File: src/rtl/ram_2p_arb_pkg.sv
// Shared types and helpers for the two-port RAM arbiter.
package ram_2p_arb_pkg;

  typedef enum logic {
    ArbIdle = 1'b0,
    ArbInit = 1'b1
  } arb_state_e;

  // Cyclic successor of a requester index.
  function automatic int rr_next(input int idx, input int n);
    return (idx + 1 >= n) ? 0 : idx + 1;
  endfunction

endpackage

File: src/rtl/ram_2p_rr_pick.sv
// Round-robin picker: first set request at or after ptr, then the next set one after it.
module ram_2p_rr_pick #(
  parameter int NumReq = 4,
  parameter int Pw     = $clog2(NumReq)
) (
  input  logic [NumReq-1:0] req_i,
  input  logic [Pw-1:0]     ptr_i,
  output logic              first_vld_o,
  output logic [Pw-1:0]     first_idx_o,
  output logic [NumReq-1:0] first_oh_o,
  output logic              second_vld_o,
  output logic [Pw-1:0]     second_idx_o,
  output logic [NumReq-1:0] second_oh_o
);

  logic [NumReq-1:0] masked;

  function automatic logic [Pw-1:0] wrap(input int v);
    return Pw'(v % NumReq);
  endfunction

  always_comb begin
    first_vld_o = 1'b0;
    first_idx_o = '0;
    for (int i = 0; i < NumReq; i++) begin
      if (!first_vld_o && req_i[wrap(int'(ptr_i) + i)]) begin
        first_vld_o = 1'b1;
        first_idx_o = wrap(int'(ptr_i) + i);
      end
    end
  end

  assign first_oh_o = first_vld_o ? (NumReq'(1) << first_idx_o) : '0;
  assign masked     = req_i & ~first_oh_o;

  // Second search starts just after the first winner so port B keeps cyclic order.
  always_comb begin
    second_vld_o = 1'b0;
    second_idx_o = '0;
    for (int i = 0; i < NumReq; i++) begin
      if (!second_vld_o && masked[wrap(int'(first_idx_o) + 1 + i)]) begin
        second_vld_o = 1'b1;
        second_idx_o = wrap(int'(first_idx_o) + 1 + i);
      end
    end
  end

  assign second_oh_o = second_vld_o ? (NumReq'(1) << second_idx_o) : '0;

endmodule

File: src/rtl/ram_2p_arbiter.sv
// Shares one two-port RAM between NumReq requesters (two grants per cycle) and zeroes it on demand.
module ram_2p_arbiter
  import ram_2p_arb_pkg::*;
#(
  parameter int  Width  = 32,
  parameter int  Depth  = 128,
  parameter int  NumReq = 4,
  localparam int Aw     = $clog2(Depth)
) (
  input  logic                     clk_i,
  input  logic                     rst_i,
  input  logic                     init_req_i,
  output logic                     init_busy_o,
  output logic                     init_done_o,
  input  logic [NumReq-1:0]        req_i,
  input  logic [NumReq-1:0]        write_i,
  input  logic [NumReq*Aw-1:0]     addr_i,
  input  logic [NumReq*Width-1:0]  wdata_i,
  input  logic [NumReq*Width-1:0]  wmask_i,
  output logic [NumReq-1:0]        gnt_o,
  output logic [NumReq-1:0]        rvalid_o,
  output logic [NumReq*Width-1:0]  rdata_o,
  output logic                     ram_a_req_o,
  output logic                     ram_a_write_o,
  output logic [Aw-1:0]            ram_a_addr_o,
  output logic [Width-1:0]         ram_a_wdata_o,
  output logic [Width-1:0]         ram_a_wmask_o,
  input  logic [Width-1:0]         ram_a_rdata_i,
  output logic                     ram_b_req_o,
  output logic                     ram_b_write_o,
  output logic [Aw-1:0]            ram_b_addr_o,
  output logic [Width-1:0]         ram_b_wdata_o,
  output logic [Width-1:0]         ram_b_wmask_o,
  input  logic [Width-1:0]         ram_b_rdata_i
);

  localparam int          Pw     = $clog2(NumReq);
  localparam logic [Aw:0] DepthC = (Aw+1)'(Depth);

  arb_state_e          state_q;
  logic [Aw:0]         cnt_q, cnt_p1, cnt_p2;
  logic                busy_q, done_q;
  logic [Pw-1:0]       ptr_q, ptr_d, last_idx;
  logic                rd_a_q, rd_b_q;
  logic [Pw-1:0]       own_a_q, own_b_q;
  logic [NumReq*Width-1:0] rdata_q;

  logic                f_vld, s_vld, f_wr, s_wr, hazard, idle, gnt_a, gnt_b;
  logic [Pw-1:0]       f_idx, s_idx;
  logic [NumReq-1:0]   f_oh, s_oh;
  logic [Aw-1:0]       f_addr, s_addr;

  ram_2p_rr_pick #(.NumReq(NumReq), .Pw(Pw)) u_pick (
    .req_i        (req_i),
    .ptr_i        (ptr_q),
    .first_vld_o  (f_vld),
    .first_idx_o  (f_idx),
    .first_oh_o   (f_oh),
    .second_vld_o (s_vld),
    .second_idx_o (s_idx),
    .second_oh_o  (s_oh)
  );

  assign f_addr = addr_i[f_idx*Aw +: Aw];
  assign s_addr = addr_i[s_idx*Aw +: Aw];
  assign f_wr   = write_i[f_idx];
  assign s_wr   = write_i[s_idx];
  // Same word touched by both ports with a write involved: only the first may proceed.
  assign hazard = f_vld && s_vld && (f_addr == s_addr) && (f_wr || s_wr);
  assign idle   = (state_q == ArbIdle);
  assign gnt_a  = idle && f_vld;
  assign gnt_b  = idle && s_vld && !hazard;
  assign gnt_o  = (gnt_a ? f_oh : '0) | (gnt_b ? s_oh : '0);

  assign last_idx = gnt_b ? s_idx : f_idx;
  assign ptr_d    = gnt_a ? Pw'(rr_next(int'(last_idx), NumReq)) : ptr_q;
  assign cnt_p1   = cnt_q + (Aw+1)'(1);
  assign cnt_p2   = cnt_q + (Aw+1)'(2);

  always_comb begin
    ram_a_req_o   = gnt_a;
    ram_a_write_o = f_wr;
    ram_a_addr_o  = f_addr;
    ram_a_wdata_o = wdata_i[f_idx*Width +: Width];
    ram_a_wmask_o = wmask_i[f_idx*Width +: Width];
    ram_b_req_o   = gnt_b;
    ram_b_write_o = s_wr;
    ram_b_addr_o  = s_addr;
    ram_b_wdata_o = wdata_i[s_idx*Width +: Width];
    ram_b_wmask_o = wmask_i[s_idx*Width +: Width];
    if (!idle) begin
      ram_a_req_o   = 1'b1;
      ram_a_write_o = 1'b1;
      ram_a_addr_o  = cnt_q[Aw-1:0];
      ram_a_wdata_o = '0;
      ram_a_wmask_o = '1;
      ram_b_req_o   = (cnt_p1 < DepthC);
      ram_b_write_o = 1'b1;
      ram_b_addr_o  = cnt_p1[Aw-1:0];
      ram_b_wdata_o = '0;
      ram_b_wmask_o = '1;
    end
  end

  // Response mux: RAM data goes to the registered owner, otherwise hold the last value.
  always_comb begin
    rvalid_o = '0;
    rdata_o  = rdata_q;
    if (rd_a_q) begin
      rvalid_o[own_a_q]                 = 1'b1;
      rdata_o[own_a_q*Width +: Width]   = ram_a_rdata_i;
    end
    if (rd_b_q) begin
      rvalid_o[own_b_q]                 = 1'b1;
      rdata_o[own_b_q*Width +: Width]   = ram_b_rdata_i;
    end
  end

  always_ff @(posedge clk_i or posedge rst_i) begin
    if (rst_i) begin
      ptr_q   <= '0;
      rd_a_q  <= 1'b0;
      rd_b_q  <= 1'b0;
      own_a_q <= '0;
      own_b_q <= '0;
      rdata_q <= '0;
    end else begin
      ptr_q   <= ptr_d;
      rd_a_q  <= gnt_a && !f_wr;
      rd_b_q  <= gnt_b && !s_wr;
      own_a_q <= f_idx;
      own_b_q <= s_idx;
      rdata_q <= rdata_o;
    end
  end

  always_ff @(posedge clk_i or posedge rst_i) begin
    if (rst_i) begin
      state_q <= ArbIdle;
      cnt_q   <= '0;
      busy_q  <= 1'b0;
      done_q  <= 1'b0;
    end else begin
      case (state_q)
        ArbIdle: begin
          if (init_req_i) begin
            state_q <= ArbInit;
            cnt_q   <= '0;
            busy_q  <= 1'b1;
            done_q  <= 1'b0;
          end
        end
        ArbInit: begin
          cnt_q <= cnt_p2;
          if (cnt_p2 >= DepthC) begin
            state_q <= ArbIdle;
            busy_q  <= 1'b0;
            done_q  <= 1'b1;
          end
        end
      endcase
    end
  end

  assign init_busy_o = busy_q;
  assign init_done_o = done_q;

endmodule

File: config.mk
export PLATFORM = sky130hd
export DESIGN_NAME = ram_2p_arbiter
export DESIGN_NICKNAME = d
export VERILOG_FILES = /design/src/rtl/ram_2p_arb_pkg.sv /design/src/rtl/ram_2p_rr_pick.sv /design/src/rtl/ram_2p_arbiter.sv
export SDC_FILE = /design/constraint.sdc
export NUM_CORES = 1
export LEC_CHECK = 0
export BUFFER_PORTS_ARGS = -buffer_cell sky130_fd_sc_hd__buf_4
export CORE_AREA = 8 8 244 246
export CTS_CLUSTER_DIAMETER = 100
export DETAILED_ROUTE_END_ITERATION = 10
export DIE_AREA = 0 0 252 254
export PLACE_DENSITY = 0.43
export SKIP_CTS_REPAIR_TIMING = 1
export SLEW_MARGIN = 30
export SYNTH_ARGS = -nofsm -noshare
export SYNTH_HDL_FRONTEND = slang
export SYNTH_SLANG_ARGS = --single-unit
File: constraint.sdc
create_clock -name clk_i -period 5.35 [get_ports clk_i]
set_input_delay 1.07 -clock clk_i [delete_from_list [all_inputs] [get_ports clk_i]]
set_output_delay 1.07 -clock clk_i [all_outputs]
set_load 0.1 [all_outputs]
Word level (Yosys, flattened, before mapping). Cells that the tools add are included.

Register bits: 147. Output and inout bits: 284.

Add/sub/neg operators: 12. Multipliers: 2. Order comparisons: 17. Eq/ne operators: 3. Shift operators: 12. Multiplexer cells: 73. Bitwise gates (word level): 5. Reductions and logical operators: 27.

Operators with widths (count): $shiftx A128 B8 Y32 (4); $bwmux W128 (2); $mux W128 (2); $shift A32 B34 Y128 const A (2); $shiftx A32 B34 Y128 (2); $mux W32 (4); $neg A7 Y34 (2); $shiftx A28 B6 Y7 (2); $lt A2 B3 Y1 const B (12); $mux W1 (30); $mux W4 (6); $bmux W1 S2 (10); $mux W2 (10); $logic_and A1 B1 Y1 (16); $pmux W8 S2 (1); $mux W7 (2); $mul A2 B3 Y5 const B (2); $logic_not A1 Y1 (9); $add A2 B2 Y2 const B (4); $add A8 B1 Y8 const B (1); $add A8 B2 Y8 const B (1); $ge A8 B8 Y1 const B (1); $lt A8 B8 Y1 const B (1); $mux W8 (1); 16 further kinds (24).

Depth between registers and ports, before layout. Gate-level depths: netlist (run 1).

Word-level depth: 39. Gate-level depth with buffers: 13.

Cells and area by module. A second synthesis (run 1) with hierarchy kept.

Cell total of the unflattened synthesis: 1150. Area total of the unflattened synthesis: 11815.1 um^2.

By module, submodules not included: ram_2p_arbiter (instances 1, cells an instance 1047, area an instance 11139.4 um^2); ram_2p_rr_pick (instances 1, cells an instance 103, area an instance 675.6 um^2).

Worst setup path after synthesis (run 1). Ideal clock, no wire load.

Path type: input -> output. Start: input req_i[1]. End: output gnt_o[1]. Arrival time: 5.411 ns. Slack: -1.131 ns. Stages on the path: 12. Path buffers: 3. Cell sequence: buf_2 > buf_2 > nor3b_1 > o21ai_0 > a21oi_1 > a221oi_1 > buf_2 > mux2i_1 > xor2_1 > nand4_1 > o21ai_0 > o32ai_1.

Word-level cells in the longest chain between the ends: 37. Elaborated cells on any way between the ends: 74.

RTL lines: start, declared (RTL line ram_2p_arbiter.sv:15) `input logic [NumReq-1:0] req_i,`; branches (longest 36 deep; another with $bmux W1 S2); $or A4 B4 Y4 * (RTL line ram_2p_arbiter.sv:73) `assign gnt_o = (gnt_a ? f_oh : '0) | (gnt_b ? s_oh : '0);`; end, declared (RTL line ram_2p_arbiter.sv:20) `output logic [NumReq-1:0] gnt_o,`.

Every way passes the cells marked *. The select of a mux whose other input is x is not followed.

Worst setup path in the final report (run 1).
Start: input req_i[3]. End: output gnt_o[1].

Same word-level chain as after synthesis.

==> summary.txt, run 1 <==
Power per cell area - 748 nW/µm²
DR DRC count - 0
Hpwl dp - 60600 µm
Final ANT Viol Nets - 0
Distinct cells, synth - 49
DR WL/cell - 26.5 µm
CP Capture Type - primary output
Vias - 15900
Ys async rst share - 100%
I/O pin cnt - 643
Mean Syn Cell Area - 6.82 µm²
Post-synth top area share - 30.4%
Worst setup path class - in -> out
Top post-synthesis cells by area - dfrtp_1, nand2_1, a22oi_1, o21ai_0, nand3_1
#FFs+latches synth - 146
Core area - 55700 µm²
Switch Pwr - 9.62 mW
Synth top cells by count - nand2_1, clkbuf_1, o21ai_0
Site Rows - 87
Die H - 254 µm
Die Area - 64000 µm²
Switching Share - 67.6%
Sink Count - 146
DR iter-0 viols - 1184
Peak VDD IR - 0.000401 V
Final worst path period share - 95.7%
Nets@finish - 2671
Pleak - 8.80 nW
Net count after synthesis - 2137
Post-synthesis sequential area ratio - 30.4%
Hold/Removal Path Class - reg -> reg
Synth area leader - dfrtp_1
Die width - 252 µm
Post-synth EDFFs - 0
Clock buffer depth - 2
Via-to-Cell Ratio - 5.16
Area grow syn2layout - 57.9%
Synthesized cell area - 12000 µm²
Clock root cell - clkbuf_16
GR Overflow Total - 0
TritonCTS clock tree - built
Max-Cap Viols - 0
First-pass GRT wire length - 117000 µm
Worst slew margin - 32.1%
Min Tclk post-route - 5.12 ns
Setup slack, reg-to-reg - 2.00 ns
Outcome - finished, final reports clean
Non-Filler Instances - 3075
RSZ-0062 raised after global routing - false
GP Congestion - 0.949
Port bufs - 642
Tot GR Track Use - 24.1%
Internal Pwr Total - 4.60 mW
Clock share of power - 8.5%
Initial core utilization - 21.6%
WL final - 81400 µm
Startpoint type of the worst setup path - primary input
# setup viols final - 0
Sequential power share - 12.5%
CTS buffer count - 17
H-tree Lvls - 4
Layout cell share with drive strength beyond 1 - 35.2%
CTS clk-pin slew, worst paths - 0.07 ns
Fin Setup TNS - 0 ns
Largest net degree at the start of global routing - 132
Worst endpoint data arrival time - 4.05 ns
Synth Flop Type - dfrtp_1
First-pass iteration count of the detailed router - 8
Initial antenna violation count - 12
Clk_skew - 0.00975 ns
Placed insts - 3035
Worst Max-Slew Pin Slew - 1.02 ns
Most common cell in the netlist - nand2_1
Vias in the first global route - 15700
Ys Warns - 0
Max frequency - 0.195 GHz
Combinational power share - 79.0%
Worst-path fanout max - 15
Final hold vios - 0
Slew Viols, Final - 0
Clk_lat worst skew - 0.44 ns
Syn Inst Count - 1764
Worst EP required - 4.28 ns
## power by group through the flow
stage                     clock [mW]  combinational, mW  sequential, mW
after floorplan                    0               8.56            1.75
after global routing            1.28               11.7            1.83
after detailed placement           0               11.2            1.80
after CTS                       1.24               11.3            1.78
final                           1.20               11.2            1.78
after global placement             0               11.2            1.79
## cell families after synthesis
kind of cell,synth area share (%)
and+or+nand+nor,32.4
DFF,30.4
xor gates and xnor gates,0.655
adders and majority gates,1.55
muxes,4.17
buffers and inverters,6.14
AOI/OAI and AO/OA,24.7
## critical path: stages
cell and delay, ns:
buf_4 0.18, nor2_1 0.10, mux2i_1 0.14, o32ai_1 0.14
a221oi_4 0.49, buf_4 0.28, mux2i_1 0.28, xor2_1 0.27
nand4_1 0.31, o21ai_0 0.25, buf_4 0.18, o32ai_2 0.08
buf_4 0.27
## final cells by class
class | count | area [µm²]
clock inverter | 14 | 146
multi-input combinational | 1435 | 8520
inverter | 14 | 70.1
fill | 6018 | 36700
clock buffer | 17 | 425
timing repair buffer | 684 | 5210
antenna | 9 | 22.5
tap | 756 | 946
sequential | 146 | 3660
## cells in the final DEF (no fill, tap or decap), drive strengths merged, types with 4 or more instances in the layout
cell type / netlist / layout
dfrtp: 146 / 146
and2: 4 / 4
inv: 12 / 19
clkinv: 2 / 6
mux2i: 40 / 40
mux2: 9 / 9
nand2: 681 / 681
a21o: 68 / 68
nor2: 15 / 15
nand3: 132 / 132
a311oi: 64 / 64
xor2: 8 / 8
buf: 15 / 684
a22oi: 129 / 129
and3: 67 / 67
a21oi: 8 / 8
clkbuf: 154 / 17
nor2b: 5 / 5
o32ai: 4 / 4
diode: 0 / 9
ha: 14 / 14
nor4b: 4 / 4
o21ai: 151 / 151
## sequential cells by signal (all words and copies together) (netlist names)
signal and cells:
cnt_q 7, init_busy_o 1, init_done_o 1, own_a_q 2, own_b_q 2, ptr_q 2
rd_a_q 1, rd_b_q 1, rdata_q 128, state_q 1
## stage by stage
stage | setup WS [ns] | hold WS [ns] | utilization, % | power (mW) | instance area (µm²)
6_report | 0.228 | 0.515 | 34.1 | 14.2 | 19000
3_5_place_dp | 0.279 | 0.500 | 33.0 | 13.0 | 18400
2_1_floorplan | -0.209 | 0.474 | - | 10.3 | 12800
3_3_place_gp | 0.285 | 0.500 | 33.0 | 13.0 | 18400
4_1_cts | 0.253 | 0.518 | 34.0 | 14.3 | 19000
5_1_grt | 0.0209 | 0.542 | 34.1 | 14.8 | 19000
## per-layer routing
metal,GRT usage (%),wire length [µm],part of all wire [%],vias up
met3,8.53,7910,9.7,70
met5,0,12,0.015,-
met1,28.7,32200,40,7780
met2,41.3,39700,49,767
met4,5.39,1660,2.0,2
li1,-,-,-,7240
## path summary, 6_finish.rpt
check / endpoint / startpoint / cells after the start
max reg2reg: ptr_q[0] / ptr_q[0] / 10
max in group asynchronous: state_q / rst_i / 3
min: init_done_o / init_done_o / 1
min in group asynchronous: rdata_q[6] / rst_i / 2
max: gnt_o[1] / req_i[3] / 13
min reg2reg: init_done_o / init_done_o / 1
Note: power is estimated with default switching activity, not from simulation.
==> run 2, diff against run 1 <==
- GPL_TIMING_DRIVEN: unset -> 0
==> run 2 against run 1 <==
  * Routed wire length up 11%
  * Critical path type unchanged
  * Clock power up 4%
  * Die area unchanged
  * Non-clock buffer count up 129
  * Critical path depth up 2
==> summary.txt, run 2 (same netlist as run 1, synthesis figures left out) <==
DR iter-0 viols - 1442 (was 1184)
Final hold vios - 0 (unchanged)
I/O pin cnt - 643 (unchanged)
Fillers - 6100 (was 6018)
Peak VDD IR - 0.000370 V (was 0.000401 V)
Worst r2r src - ptr_q[0] (unchanged)
Nets@finish - 2800 (was 2671)
Sink Count - 146 (unchanged)
# setup viols final - 0 (unchanged)
Worst Max-Slew Pin Slew - 0.933 ns (was 1.02 ns)
Clk_lat worst skew - 0.44 ns (about the same)
Min Tclk post-route - 5.26 ns (was 5.12 ns)
Die H - 254 µm (unchanged)
Layout cell share with drive strength beyond 1 - 33.1% (was 35.2%)
Startpoint type of the worst setup path - primary input (unchanged)
Clock root cell - clkbuf_16 (unchanged)
Vias in the first global route - 16800 (was 15700)
Clock buffer depth - 2 (unchanged)
Power per cell area - 763 nW/µm² (was 748 nW/µm²)
Final worst path period share - 98.3% (was 95.7%)
Largest net degree at the start of global routing - 79 (was 132)
RSZ-0062 raised after global routing - true (was false)
Core area - 55700 µm² (unchanged)
Initial core utilization - 21.6% (unchanged)
DR WL/cell - 28.2 µm (was 26.5 µm)
Largest registers - rdata_q (128), cnt_q (7) (unchanged)
First-pass iteration count of the detailed router - 5 (was 8)
Port bufs - 639 (was 642)
Die Area - 64000 µm² (unchanged)
Most common cell after layout, fill and taps aside - nand2_1 (unchanged)
Pleak - 8.91 nW (was 8.80 nW)
Hold slack final - 0.503 ns (was 0.515 ns)
WL final - 90400 µm (was 81400 µm)
Slew Viols, Final - 0 (unchanged)
CP Capture Type - primary output (unchanged)
Worst-path fanout max - 10 (was 15)
Die width - 252 µm (unchanged)
Worst EP required - 4.28 ns (about the same)
Total power - 14.8 mW (was 14.2 mW)
Placed Area - 18600 µm² (was 18400 µm²)
Max frequency - 0.190 GHz (was 0.195 GHz)
Worst hold start - init_done_o (unchanged)
DR DRC count - 0 (unchanged)
GP Congestion - 0.924 (was 0.949)
Max FFs per register - 128 (unchanged)
Hpwl dp - 72900 µm (was 60600 µm)
Most frequent cells in the layout - nand2_1, buf_4, dfrtp_1 (unchanged)
Area of the multi-input gates - 8530 µm² (was 8520 µm²)
TritonCTS clock tree - built (unchanged)
Final ANT Viol Nets - 0 (unchanged)
Register area - 3650 µm² (was 3660 µm²)
Outcome - finished, final reports clean (unchanged)
Tot GR Track Use - 27.0% (was 24.1%)
Reg with most FFs - rdata_q (unchanged)
Worst setup path class - in -> out (unchanged)
Post-route worst setup slack - 0.0913 ns (was 0.228 ns)
CTS clk-pin slew, worst paths - 0.06 ns (was 0.07 ns)
First-pass GRT wire length - 128000 µm (was 117000 µm)
Final Cell Area - 19400 µm² (was 19000 µm²)
Clk_skew - 0.0106 ns (was 0.00975 ns)
Area grow syn2layout - 61.3% (was 57.9%)
Crit path launch - req_i[2] (was req_i[3])
Max-Cap Viols - 0 (unchanged)
Via-to-Cell Ratio - 5.19 (was 5.16)
GR Overflow Total - 0 (unchanged)
Pre-CTS setup slack - -1.21 ns (was 0.279 ns)
Worst endpoint data arrival time - 4.19 ns (was 4.05 ns)
Vias - 16700 (was 15900)
Initial antenna violation count - 21 (was 12)
Hold/Removal Path Class - reg -> reg (unchanged)
H-tree Lvls - 4 (unchanged)
CTS buffer count - 17 (unchanged)
Placed insts - 3160 (was 3035)
Worst slew margin - 37.8% (was 32.1%)
Non-Filler Instances - 3208 (was 3075)
Site Rows - 87 (unchanged)
-- run 2: changes by cell type in the layout (fill, tap and decap cells not counted), moves of 4 or more --
cell / change
buf_1: +4
buf_2: +6
clkbuf_2: +24
buf_6: +6
clkbuf_1: +129
buf_12: -5
buf_4: -36
-- run 2: path summary, 6_finish.rpt --
path	cells past startpoint	to	slack, ns
min in group asynchronous	2	rdata_q[38]	0.72
min reg2reg	1	init_done_o	0.50
max reg2reg	14	ptr_q[1]	1.62
max in group asynchronous	3	own_b_q[0]	3.85
min	1	init_done_o	0.50
max	15	gnt_o[3]	0.09
-- run 2: report_power, final --
| group | leakage (nW) | internal [mW] | total, mW | switching (mW) |
|---|---|---|---|---|
| sequential | 1.98 | 1.54 | 1.70 | 0.165 |
| clock | 0.287 | 0.704 | 1.25 | 0.545 |
| combinational | 6.64 | 2.48 | 11.9 | 9.37 |
-- run 2: stage by stage --
stage          setup TNS [ns]  util [%]
2_1_floorplan          -0.216         -
3_3_place_gp          -382.16      33.3
3_5_place_dp           -54.14      33.5
4_1_cts                -55.85      34.5
5_1_grt                -0.232      34.8
6_report                    0      34.8
-- run 2: final cells by class --
cell class	instances	area share [%]
Multi-Input combinational cell	1435	43.9
Timing Repair Buffer	644	25.1
Sequential cell	146	18.8
Tap cell	756	4.87
Buffer	169	3.72
Clock buffer	18	2.21
Clock inverter	14	0.864
Inverter	14	0.355
Antenna cell	12	0.155
-- run 2: layer usage --
layer / GRT usage [%] / share of wire (%) / vias to the layer above
met5: 0 / 0.12 / -
met4: 6.93 / 2.4 / 16
met3: 7.99 / 8.6 / 90
met2: 46.5 / 49 / 784
met1: 32.6 / 40 / 8255
li1: - / - / 7505
-- run 2: worst max-delay path, stage by stage --
cell and delay (ns):
buf_2 0.19, inv_1 0.12, a311o_1 0.36, a211o_1 0.28, buf_6 0.15, clkinv_4 0.09
buf_6 0.20, mux2i_1 0.11, mux2i_2 0.25, xor2_2 0.33, nand4_1 0.14, buf_4 0.21
o21ai_4 0.31, o32ai_4 0.12, buf_6 0.23
